### config.mk
export PLATFORM = sky130hd
export DESIGN_NAME = ahb_mst_arb_flat
export DESIGN_NICKNAME = d
export VERILOG_FILES = /design/src/rtl/ahb_mst_arb_if.sv /design/src/rtl/ahb_mst_arb.sv /design/src/flat_wrapper.sv
export SDC_FILE = /design/constraint.sdc
export NUM_CORES = 1
export LEC_CHECK = 0
export ABC_CLOCK_PERIOD_IN_PS = 3600
export BUFFER_PORTS_ARGS = -buffer_cell sky130_fd_sc_hd__clkbuf_2
export CAP_MARGIN = 30
export CORE_AREA = 2 2 181 183
export DETAILED_ROUTE_END_ITERATION = 10
export DIE_AREA = 0 0 183 185
export REMOVE_ABC_BUFFERS = 1
export SYNTH_ARGS = -nofsm -noshare
export SYNTH_HDL_FRONTEND = slang
export SYNTH_SLANG_ARGS = --single-unit
### constraint.sdc
create_clock -name clk -period 3.6 [get_ports clk]
set_clock_uncertainty 0.1 [all_clocks]
set_input_delay 0.18 -clock clk [delete_from_list [all_inputs] [get_ports clk]]
set_output_delay 0.18 -clock clk [all_outputs]
set_load 0.02 [all_outputs]
### src/rtl/ahb_mst_arb_if.sv
// ahb_mst_arb_if: bundle of NM requester-side (m_*) and one shared slave-side (s_*) AHB-Lite signal set; master = arbiter view, slave = environment view
interface ahb_mst_arb_if #(
  parameter int NM = 2,
  parameter int AW = 32,
  parameter int DW = 64
);
  localparam int MW = (NM > 1) ? $clog2(NM) : 1;
  logic [NM*2-1:0]  m_htrans;
  logic [NM*AW-1:0] m_haddr;
  logic [NM-1:0]    m_hwrite;
  logic [NM*3-1:0]  m_hsize;
  logic [NM*3-1:0]  m_hburst;
  logic [NM*4-1:0]  m_hprot;
  logic [NM-1:0]    m_hmastlock;
  logic [NM*DW-1:0] m_hwdata;
  logic [NM-1:0]    m_hready;
  logic [NM-1:0]    m_hresp;
  logic [DW-1:0]    m_hrdata;
  logic [1:0]       s_htrans;
  logic [AW-1:0]    s_haddr;
  logic             s_hwrite;
  logic [2:0]       s_hsize;
  logic [2:0]       s_hburst;
  logic [3:0]       s_hprot;
  logic             s_hmastlock;
  logic [DW-1:0]    s_hwdata;
  logic             s_hsel;
  logic [MW-1:0]    s_hmaster;
  logic             s_hreadym;
  logic             s_hready;
  logic             s_hresp;
  logic [DW-1:0]    s_hrdata;
  modport master (
    input  m_htrans, m_haddr, m_hwrite, m_hsize, m_hburst, m_hprot, m_hmastlock, m_hwdata,
    input  s_hready, s_hresp, s_hrdata,
    output m_hready, m_hresp, m_hrdata,
    output s_htrans, s_haddr, s_hwrite, s_hsize, s_hburst, s_hprot, s_hmastlock, s_hwdata,
    output s_hsel, s_hmaster, s_hreadym
  );
  modport slave (
    output m_htrans, m_haddr, m_hwrite, m_hsize, m_hburst, m_hprot, m_hmastlock, m_hwdata,
    output s_hready, s_hresp, s_hrdata,
    input  m_hready, m_hresp, m_hrdata,
    input  s_htrans, s_haddr, s_hwrite, s_hsize, s_hburst, s_hprot, s_hmastlock, s_hwdata,
    input  s_hsel, s_hmaster, s_hreadym
  );
endinterface

### src/rtl/ahb_mst_arb.sv
// ahb_mst_arb: round-robin AHB-Lite multi-master arbiter; ports clk, resetn (sync, active-low), bus (master modport: m_* requesters in, s_* shared port out)
module ahb_mst_arb #(
  parameter int NM = 2,
  parameter int AW = 32,
  parameter int DW = 64
) (
  input  logic          clk,
  input  logic          resetn,
  ahb_mst_arb_if.master bus
);
  localparam int MW = (NM > 1) ? $clog2(NM) : 1;
  logic [MW-1:0] aowner_q, aowner_d, downer_q, downer_d, win;
  logic          dvld_q, dvld_d, found;
  logic [NM-1:0] req;
  logic [1:0]    own_trans;
  assign own_trans       = bus.m_htrans[2*aowner_q +: 2];
  assign bus.s_htrans    = resetn ? own_trans : 2'b00;
  assign bus.s_haddr     = bus.m_haddr[AW*aowner_q +: AW];
  assign bus.s_hwrite    = bus.m_hwrite[aowner_q];
  assign bus.s_hsize     = bus.m_hsize[3*aowner_q +: 3];
  assign bus.s_hburst    = bus.m_hburst[3*aowner_q +: 3];
  assign bus.s_hprot     = bus.m_hprot[4*aowner_q +: 4];
  assign bus.s_hmastlock = resetn & bus.m_hmastlock[aowner_q];
  assign bus.s_hwdata    = bus.m_hwdata[DW*downer_q +: DW];
  assign bus.s_hsel      = bus.s_htrans[1];
  assign bus.s_hmaster   = aowner_q;
  assign bus.s_hreadym   = bus.s_hready;
  assign bus.m_hrdata    = bus.s_hrdata;
  always_comb begin
    for (int i = 0; i < NM; i++) req[i] = bus.m_htrans[2*i+1];
  end
  always_comb begin
    for (int i = 0; i < NM; i++) begin
      bus.m_hready[i] = !resetn || ((MW'(i) == aowner_q || (dvld_q && MW'(i) == downer_q)) ? bus.s_hready : !req[i]);
      bus.m_hresp[i]  = resetn && dvld_q && MW'(i) == downer_q && bus.s_hresp;
    end
  end
  always_comb begin
    win   = aowner_q;
    found = 1'b0;
    for (int k = 1; k < NM; k++) begin
      if (!found && req[(int'(aowner_q) + k) % NM]) begin
        win   = MW'((int'(aowner_q) + k) % NM);
        found = 1'b1;
      end
    end
    dvld_d   = bus.s_hready ? bus.s_htrans[1] : dvld_q;
    downer_d = bus.s_hready ? aowner_q : downer_q;
    aowner_d = (bus.s_hready && own_trans == 2'b00 && !bus.m_hmastlock[aowner_q] && found) ? win : aowner_q;
  end
  always_ff @(posedge clk) begin
    if (!resetn) begin
      aowner_q <= '0;
      downer_q <= '0;
      dvld_q   <= 1'b0;
    end else begin
      aowner_q <= aowner_d;
      downer_q <= downer_d;
      dvld_q   <= dvld_d;
    end
  end
endmodule

### src/flat_wrapper.sv
// flat-port wrapper written by rule: the top's interface ports become plain ports
module ahb_mst_arb_flat 
#(
  parameter int NM = 2,
  parameter int AW = 32,
  parameter int DW = 64
)
  (clk, resetn, bus_m_htrans, bus_m_haddr, bus_m_hwrite, bus_m_hsize, bus_m_hburst, bus_m_hprot, bus_m_hmastlock, bus_m_hwdata, bus_s_hready, bus_s_hresp, bus_s_hrdata, bus_m_hready, bus_m_hresp, bus_m_hrdata, bus_s_htrans, bus_s_haddr, bus_s_hwrite, bus_s_hsize, bus_s_hburst, bus_s_hprot, bus_s_hmastlock, bus_s_hwdata, bus_s_hsel, bus_s_hmaster, bus_s_hreadym);
  ahb_mst_arb_if #(.NM(NM), .AW(AW), .DW(DW)) bus_i ();
  input  logic clk;
  input  logic resetn;
  input wire logic [$bits(bus_i.m_htrans)-1:0] bus_m_htrans;
  input wire logic [$bits(bus_i.m_haddr)-1:0] bus_m_haddr;
  input wire logic [$bits(bus_i.m_hwrite)-1:0] bus_m_hwrite;
  input wire logic [$bits(bus_i.m_hsize)-1:0] bus_m_hsize;
  input wire logic [$bits(bus_i.m_hburst)-1:0] bus_m_hburst;
  input wire logic [$bits(bus_i.m_hprot)-1:0] bus_m_hprot;
  input wire logic [$bits(bus_i.m_hmastlock)-1:0] bus_m_hmastlock;
  input wire logic [$bits(bus_i.m_hwdata)-1:0] bus_m_hwdata;
  input wire logic [$bits(bus_i.s_hready)-1:0] bus_s_hready;
  input wire logic [$bits(bus_i.s_hresp)-1:0] bus_s_hresp;
  input wire logic [$bits(bus_i.s_hrdata)-1:0] bus_s_hrdata;
  output wire logic [$bits(bus_i.m_hready)-1:0] bus_m_hready;
  output wire logic [$bits(bus_i.m_hresp)-1:0] bus_m_hresp;
  output wire logic [$bits(bus_i.m_hrdata)-1:0] bus_m_hrdata;
  output wire logic [$bits(bus_i.s_htrans)-1:0] bus_s_htrans;
  output wire logic [$bits(bus_i.s_haddr)-1:0] bus_s_haddr;
  output wire logic [$bits(bus_i.s_hwrite)-1:0] bus_s_hwrite;
  output wire logic [$bits(bus_i.s_hsize)-1:0] bus_s_hsize;
  output wire logic [$bits(bus_i.s_hburst)-1:0] bus_s_hburst;
  output wire logic [$bits(bus_i.s_hprot)-1:0] bus_s_hprot;
  output wire logic [$bits(bus_i.s_hmastlock)-1:0] bus_s_hmastlock;
  output wire logic [$bits(bus_i.s_hwdata)-1:0] bus_s_hwdata;
  output wire logic [$bits(bus_i.s_hsel)-1:0] bus_s_hsel;
  output wire logic [$bits(bus_i.s_hmaster)-1:0] bus_s_hmaster;
  output wire logic [$bits(bus_i.s_hreadym)-1:0] bus_s_hreadym;
  assign bus_i.m_htrans = bus_m_htrans;
  assign bus_i.m_haddr = bus_m_haddr;
  assign bus_i.m_hwrite = bus_m_hwrite;
  assign bus_i.m_hsize = bus_m_hsize;
  assign bus_i.m_hburst = bus_m_hburst;
  assign bus_i.m_hprot = bus_m_hprot;
  assign bus_i.m_hmastlock = bus_m_hmastlock;
  assign bus_i.m_hwdata = bus_m_hwdata;
  assign bus_i.s_hready = bus_s_hready;
  assign bus_i.s_hresp = bus_s_hresp;
  assign bus_i.s_hrdata = bus_s_hrdata;
  assign bus_m_hready = bus_i.m_hready;
  assign bus_m_hresp = bus_i.m_hresp;
  assign bus_m_hrdata = bus_i.m_hrdata;
  assign bus_s_htrans = bus_i.s_htrans;
  assign bus_s_haddr = bus_i.s_haddr;
  assign bus_s_hwrite = bus_i.s_hwrite;
  assign bus_s_hsize = bus_i.s_hsize;
  assign bus_s_hburst = bus_i.s_hburst;
  assign bus_s_hprot = bus_i.s_hprot;
  assign bus_s_hmastlock = bus_i.s_hmastlock;
  assign bus_s_hwdata = bus_i.s_hwdata;
  assign bus_s_hsel = bus_i.s_hsel;
  assign bus_s_hmaster = bus_i.s_hmaster;
  assign bus_s_hreadym = bus_i.s_hreadym;
  ahb_mst_arb #(.NM(NM), .AW(AW), .DW(DW)) u_core (.clk(clk), .resetn(resetn), .bus(bus_i));
endmodule
* Word-level counts from Yosys, hierarchy flattened
Cells that the tools add are included.
** Storage, ports and cells
- Memories :: 0
- Output and inout bits :: 181
- Bits in writable memories :: 0
- Input port bits :: 288
- Latch bits :: 0
- Memory bits (read-only) :: 0
- Flip-flop bits (word level) :: 3
** Cells by class
- $lt $le $gt $ge :: 2
- Divide/modulo/power cells :: 0
- Multiplexer cells :: 11
- $mul :: 1
- Bitwise operators :: 4
- Equal/unequal tests :: 0
- Shift operators :: 6
- Reduce and logical (&&, ||, !) cells :: 20
- Add/sub/neg operators :: 1
** Operators by type and width (number)
- variable part select 128 x 8 -> 64 bit :: 1
- variable part select 64 x 7 -> 32 bit :: 1
- variable part select 6 x 4 -> 3 bit :: 2
- logical AND 1 bit :: 10
- 2-to-1 mux 1 bit :: 10
- variable part select 8 x 4 -> 4 bit :: 1
- logical NOT 1 bit :: 4
- logical OR 1 bit :: 4
- variable part select 4 x 3 -> 2 bit :: 1
- less-than comparator 2 x 3 -> 1 bit (second input constant) :: 1
- multiplier 2 x 1 -> 3 bit (first input constant) :: 1
- logical NOT 2 bit :: 1
- less-than comparator 1 x 2 -> 1 bit (second input constant) :: 1
- 2-to-1 mux 2 bit :: 1
- inverter 1 bit :: 2
- AND reduction 2 bit :: 1
- adder 1 bit (second input constant) :: 1
- bitwise AND 1 bit :: 1
- bitwise AND 1 bit (first input constant) :: 1

* Logic depth before layout (Yosys ltp)
Gate-level depths: netlist of run 1.
- Depth after elaboration :: 8
- Depth in mapped cells :: 5

* Worst setup path before layout of run 1
OpenSTA, ideal clock, no wires.
- Path type :: register to output
- Start :: register u_core.aowner_q, in the netlist u_core.bus.s_hmaster
- End :: output bus_s_htrans[1]
- Arrival :: 1264 ps
- Buffers on the path :: 2
- Data required time :: 3320 ps
- Slack :: 2056 ps
- Cell stages (with the launch flop) :: 5
- Cell sequence :: dfxtp_1 buf_2 mux2i_1 nor2b_1 buf_4
** Between the ends
- Cells in the longest elaborated chain, start to end :: 2
** RTL lines
- from (decl) :: line ahb_mst_arb.sv:12 : logic [MW-1:0] aowner_q, aowner_d, downer_q, downer_d, win;
- from (signal assigned) :: line ahb_mst_arb.sv:57 : aowner_q <= aowner_d;
- variable part select 4 x 3 -> 2 bit :: line ahb_mst_arb.sv:16 : assign own_trans = bus.m_htrans[2*aowner_q +: 2];
- 2-to-1 mux 2 bit :: line ahb_mst_arb.sv:17 : assign bus.s_htrans = resetn ? own_trans : 2'b00;
- to (decl) :: line flat_wrapper.sv:26 : output wire logic [$bits(bus_i.s_htrans)-1:0] bus_s_htrans;
No other way between the ends.

* Worst setup path in the final report of run 1
- Start :: register u_core.aowner_q, in the netlist u_core.bus.s_hmaster
- End :: output bus_s_haddr[19]
** Between the ends
- Cells in the longest elaborated chain, start to end :: 1
** RTL lines
- variable part select 64 x 7 -> 32 bit :: line ahb_mst_arb.sv:18 : assign bus.s_haddr = bus.m_haddr[AW*aowner_q +: AW];
- to (decl) :: line flat_wrapper.sv:27 : output wire logic [$bits(bus_i.s_haddr)-1:0] bus_s_haddr;
No other way between the ends.

==> results of run 1 <==
==> how the worst max path moves through the flow <==
stage                      end  slack, ns  cells past startpoint
6_report       bus_s_haddr[19]       1.66                      3
3_3_place_gp        bus_s_hsel       1.61                      3
4_1_cts        bus_s_hwdata[6]       1.41                      2
5_1_grt        bus_s_haddr[19]       1.57                      3
2_1_floorplan  bus_m_hready[0]       0.63                      3
3_5_place_dp   bus_s_hwdata[6]       1.66                      2
==> cell families (layout without fill, tap and decap cells) <==
family / count (synthesis) / count (layout)
AO/OA/AOI/OAI: 6 / 6
buffers and inverters: 83 / 347
flip-flops: 3 / 3
multiplexers: 111 / 111
other: 0 / 4
AND/OR/NAND/NOR: 15 / 15
==> layer usage <==
metal,vias up,GRT usage,part of all wire
met1,1215,0.0868,0.36
met5,-,0.0756,0.021
li1,1236,-,-
met2,374,0.126,0.39
met3,26,0.0808,0.21
met4,8,0.0218,0.022
==> synth_stat cells (all sizes together) (2+ instances only) <==
library cell / instances
buf: 82
dfxtp: 3
mux2: 107
mux2i: 4
nand2: 3
nor2: 2
nor2b: 4
==> power by group <==
part	switching [mW]	internal, mW	leakage [nW]	total, mW
Combinational	0.206	0.201	1.94	0.407
Sequential	0.00322	0.0340	0.0258	0.0372
Clock	0.0373	0.147	0.0382	0.184
==> registers in the layout (all words and copies together) (netlist names) <==
register	flops
u_core.bus.s_hmaster	1
u_core.downer_q	1
u_core.dvld_q	1
==> critical path, stage by stage (launching register included) <==
cell      delay, ns
dfxtp_2        0.60
buf_12         0.27
mux2_2         0.37
clkbuf_2       0.16
==> area by class of cell <==
class                           count  area (µm²)  share of cell area
Sequential cell                     3        65.1              0.0169
Timing Repair Buffer              342        1750               0.453
Clock buffer                        4        78.8              0.0204
Multi-Input combinational cell    132        1440               0.373
Inverter                            1        3.75            0.000973
Tap cell                          408         510               0.132
Antenna cell                        4        10.0             0.00259
==> through the flow <==
stage / setup slack, ns / power (mW) / instance area (µm²) / hold WS [ns]
2_1_floorplan: 0.627 / 0.233 / 1500 / 0.208
3_3_place_gp: 1.61 / 0.441 / 3720 / 0.260
3_5_place_dp: 1.66 / 0.447 / 3740 / 0.260
4_1_cts: 1.41 / 0.639 / 3820 / 0.191
5_1_grt: 1.57 / 0.668 / 3860 / 0.246
6_report: 1.66 / 0.628 / 3860 / 0.197
==> metrics.md, run 1 <==
| Metric | Value |
|---|---|
| Filler cell count | `3689` |
| Placed insts | `885` |
| Placed wire-length estimate | `14600 µm` |
| Setup slack, reg-to-reg | `2.00 ns` |
| Worst-path fanout max | `35` |
| Dominant cells by area after synthesis | `mux2_2 48%, buf_4 24%, mux2_4 13%` |
| First-pass GRT wire length | `19800 µm` |
| Tcrit/Tclk final | `0.540` |
| Worst slew pin tran | `0.448 ns` |
| WL/cell | `18.5 µm` |
| Unrepaired setup endpoints after global routing | `false` |
| Clock Latency Late Sink | `0.23 ns` |
| Final core utilization | `0.120` |
| Worst Path Arrival | `1.66 ns` |
| Max VDD drop | `0.0958 mV` |
| Area leader, netlist | `mux2_2` |
| Gpl congestion | `0.771` |
| Mux contribution to synthesized area | `0.623` |
| Via Count | `2859` |
| Sequential fraction of the synthesis area | `0.0285` |
| Slew HR | `0.701` |
| Maximum clock frequency | `515 MHz` |
| Main combinational cell family by area after synthesis | `multiplexers` |
| Routed WL | `16600 µm` |
| Worst R2R Start | `u_core.bus.s_hmaster` |
| Slew Limit Fails | `0` |
| Outcome | `complete, no violations` |
| Worst hold start | `bus_m_hmastlock[1]` |
| P_leak | `2.00 nW` |
| Synth Area per Inst | `9.67 µm²` |
| Clock buffer depth | `2` |
| Startpoint Class | `flop` |
| Yosys top cell area share | `0.476` |
| Worst path required time | `3.32 ns` |
| Worst r2r dst | `u_core.dvld_q` |
| Total track usage | `0.0876` |
| YS warnings | `0` |
| Commonest non-fill, non-tap cell in the layout | `clkbuf_2` |
| Via/cell ratio | `3.20` |
| Setup TNS | `0 ns` |
| CP startpoint | `u_core.bus.s_hmaster` |
| WHS Endpoint | `u_core.bus.s_hmaster` |
| Antenna-violating nets left | `0` |
| Xor and xnor area share after synthesis | `0` |
| Htree depth | `1` |
| Cell Area, Synth | `2110 µm²` |
| Clock Sinks | `3` |
| Placeable Area | `32000 µm²` |
| Hold_buf cts | `0` |
| Largest net degree at the start of global routing | `70` |
| TritonCTS Buffers | `3` |
| Die height | `185 µm` |
| Die area | `33900 µm²` |
| Most frequent cells in the layout | `340 x clkbuf_2, 89 x mux2_2, 18 x mux2_4` |
| Worst hold path depth | `4` |
| Starting Density | `0.0658` |
| Synth Area in Adders | `0` |
| Overflow after GRT | `0` |
| HP Class | `in2reg` |
| Synth unique cells | `23` |
| Fin. Hold Viols | `0` |
| Complex-gate fraction of the synthesized area | `0.0208` |
| Syn-to-layout area delta | `83.1%` |
| I/O pin count | `469` |
| Number of global-route vias before repair | `2677` |
| Post_cts resized | `0` |
| CP Capture Type | `output port` |
| DR pass1 iterations | `4` |
| Critical path class | `reg2out` |
| Post-layout min period | `1.94 ns` |
| Initial antenna violation count | `4` |
| Synth Register Bits | `3` |
| Layout cells sized above 1 | `0.942` |
| Max Cap Viol | `0` |
| Reg2Reg Depth | `4` |
| Post-Syn Instances | `218` |
| Root Driver | `clkbuf_16` |
| Final Non-Filler Cells | `894` |
| Ys async rst share | `0` |
| Drt first-iter violations | `74` |
| Finish-stage setup viols | `0` |
| Top FF cell, synth | `dfxtp_1` |
| Number of synthesized flops with an enable pin | `0` |
| Overall die width | `183 µm` |
| CTS tree | `built` |
| Reg clk slew, reported paths | `0.04 ns` |
| Buffers added on ports | `340` |
| Cell row count | `66` |
| PD cells | `163 nW/µm²` |
| Post-Synth Simple-Gate Area | `0.0398` |
| Post-CTS Setup Repair Bufs | `0` |
| Final net count | `771` |
| # DRC | `0` |
No activity file was read; power rests on OpenSTA's default activity.
==> inputs of run 2 (changes only) <==
Settings changed: ABC_CLOCK_PERIOD_IN_PS 3600 to 1750, CORE_AREA 2 2 181 183 to 2 2 180 182, DIE_AREA 0 0 183 185 to 0 0 182 184.
Clock period 3.6 ns to 1.75 ns, I/O delays scaled along.
==> run 2 against run 1 <==
Die area decreased by 1.1%. Sequential share of layout area about the same. Core utilization increased by 0.23 points. Wire length decreased by 9.0%. Cell area decreased by 0.13%. Critical path depth increased by 1. Global-route usage decreased by 0.79 points. Cell count decreased by 1.0%. Combinational power increased by 100%. Clock power increased by 96%. Worst hold slack got worse by 0.12 ns. Largest cell class unchanged. Non-clock buffer count increased by 1.
==> metrics.md, run 2 (synthesis gave the netlist of run 1 again) <==
| Metric | Value |
|---|---|
| Via Count | `2747 (-3.9%)` |
| CP bufs+invs | `1 (-1)` |
| Starting Density | `0.0671 (+0.00136)` |
| Tcrit/Tclk final | `0.931` |
| Maximum clock frequency | `614 MHz` |
| PnR Total Power | `1.26 mW (+100%)` |
| WL/cell | `17.0 µm (-8.1%)` |
| Internal power | `783 µW (+110%)` |
| Reg clk slew, reported paths | `0.03 ns (about the same)` |
| Worst path required time | `1.56 ns (-1.76 ns)` |
| Clock Sinks | `3 (unchanged)` |
| Post-CTS Setup Repair Bufs | `0 (unchanged)` |
| I/O pin count | `469 (unchanged)` |
| Slowest CP cell | `dfxtp_1` |
| Worst-path fanout max | `4 (-89%)` |
| TritonCTS Buffers | `3 (unchanged)` |
| Post-layout min period | `1.63 ns` |
| CP Capture Type | `output port` |
| Post_cts resized | `0 (unchanged)` |
| Diode count | `0 (-4)` |
| Area of the multi-input gates | `1440 µm² (unchanged)` |
| Root Driver | `clkbuf_16` |
| Slew Limit Fails | `0 (unchanged)` |
| Crit-path cells | `nand2b_1, and3_1, o21ai_1, clkbuf_2` |
| Most frequent cells in the layout | `340 x clkbuf_2, 89 x mux2_2, 18 x mux2_4` |
| Commonest non-fill, non-tap cell in the layout | `clkbuf_2` |
| Critical path class | `reg2out` |
| Htree depth | `1 (unchanged)` |
| Initial antenna violation count | `1 (-3)` |
| # DRC | `0 (unchanged)` |
| CTS tree | `built` |
| Drt first-iter violations | `91 (+23%)` |
| Gpl congestion | `0.738 (-4.3%)` |
| Number of global-route vias before repair | `2487 (-7.1%)` |
| Overflow after GRT | `0 (unchanged)` |
| DR pass1 iterations | `6 (+2)` |
| Crit-path max cell delay | `0.50 ns (-0.10 ns)` |
| Seq pwr share | `0.060 (about the same)` |
| Fin. Hold Viols | `0 (unchanged)` |
| Finish-stage setup viols | `0 (unchanged)` |
| Antenna-violating nets left | `0 (unchanged)` |
| Net Switching | `473 µW (+92%)` |
| PD cells | `326 nW/µm² (+100%)` |
| P_leak | `2.01 nW (+0.24%)` |
| FF/Latch Area | `65.1 µm² (unchanged)` |
| Max Cap Viol | `0 (unchanged)` |
| Clock Latency Late Sink | `0.22 ns (about the same)` |
| Overall die width | `182 µm (-0.55%)` |
| HP Class | `in2out` |
| Slew HR | `0.777 (+0.0755)` |
| Placed wire-length estimate | `13600 µm (-7.0%)` |
| Clock power frac | `0.286 (-0.007)` |
| Filler cell count | `3646 (-1.2%)` |
| Unrepaired setup endpoints after global routing | `false` |
| Max VDD drop | `0.289 mV (+200%)` |
| Final net count | `772 (+0.13%)` |
| Worst path top cell family by delay | `flip-flops` |
| Startpoint Class | `flop` |
| Combinational share of power | `0.654 (+0.007)` |
| Setup TNS | `0 ns (unchanged)` |
| Hold_buf cts | `0 (unchanged)` |
| Syn-to-layout area delta | `82.8%` |
| Placeable Area | `31400 µm² (-2.0%)` |
| Worst Path Arrival | `1.44 ns (-0.22 ns)` |
| Routed WL | `15100 µm (-9.0%)` |
| First-pass GRT wire length | `18600 µm (-6.3%)` |
| Die height | `184 µm (-0.54%)` |
| Cell row count | `65 (-1.5%)` |
| Die area | `33500 µm² (-1.1%)` |
| Buffers added on ports | `340 (unchanged)` |
| Layout cells sized above 1 | `0.942 (about the same)` |
| Largest net degree at the start of global routing | `53 (-24%)` |
| Worst slew pin tran | `0.334 ns (-0.114 ns)` |
| Sw Share | `0.376 (-0.0161)` |
| Clock buffer depth | `2 (unchanged)` |
| Via/cell ratio | `3.10 (-2.9%)` |
| Outcome | `complete, no violations` |
| Total track usage | `0.0797 (-0.00790)` |
-- run 2: cell types whose count changed in the layout (fill, tap and decap cells not counted), sizes merged --
cell	change
diode	-4
buf	+1
-- run 2: metal layers --
layer	wire length, µm	track usage	vias up	share of wire
met5	266	0.0578	-	0.018
met3	3300	0.0838	10	0.22
li1	-	-	1229	-
met4	61	0.00548	6	0.0040
met1	5700	0.0888	1198	0.38
met2	5740	0.102	304	0.38
-- run 2: cell type report --
cell class	instances	area share
multi-input cells	132	0.374
repair buffers	343	0.457
inverters	1	0.000974
well taps	402	0.131
flip-flops and latches	3	0.0169
clock buffers	4	0.0205
-- run 2: power by group through the flow --
stage          sequential, mW  clock (mW)  combinational [mW]
2_1_floorplan          0.0852           0               0.394
3_3_place_gp           0.0761           0               0.818
3_5_place_dp           0.0762           0               0.828
4_1_cts                0.0753       0.372               0.832
5_1_grt                0.0755       0.378               0.880
6_report               0.0756       0.360               0.821
-- run 2: path summary, 6_finish.rpt --
check / from / to / slack (ns) / cells past startpoint
min reg2reg: u_core.downer_q / u_core.downer_q / 0.50 / 2
max: u_core.dvld_q / bus_m_hready[0] / 0.12 / 4
max reg2reg: u_core.bus.s_hmaster / u_core.dvld_q / 0.48 / 4
min: bus_s_hrdata[13] / bus_m_hrdata[13] / 0.08 / 0
-- run 2: stage by stage --
step	area, µm²	util	cells	hold WS (ns)	worst slack (ns)
floorplan	1500	-	136	0.0750	-1.13
finish	3850	0.123	885	0.0751	0.120
detailed placement	3770	0.120	881	0.0752	0.354
global placement	3770	0.120	881	0.0752	0.342
CTS	3850	0.123	885	0.0752	0.109
global route	3850	0.123	885	0.0751	0.0600
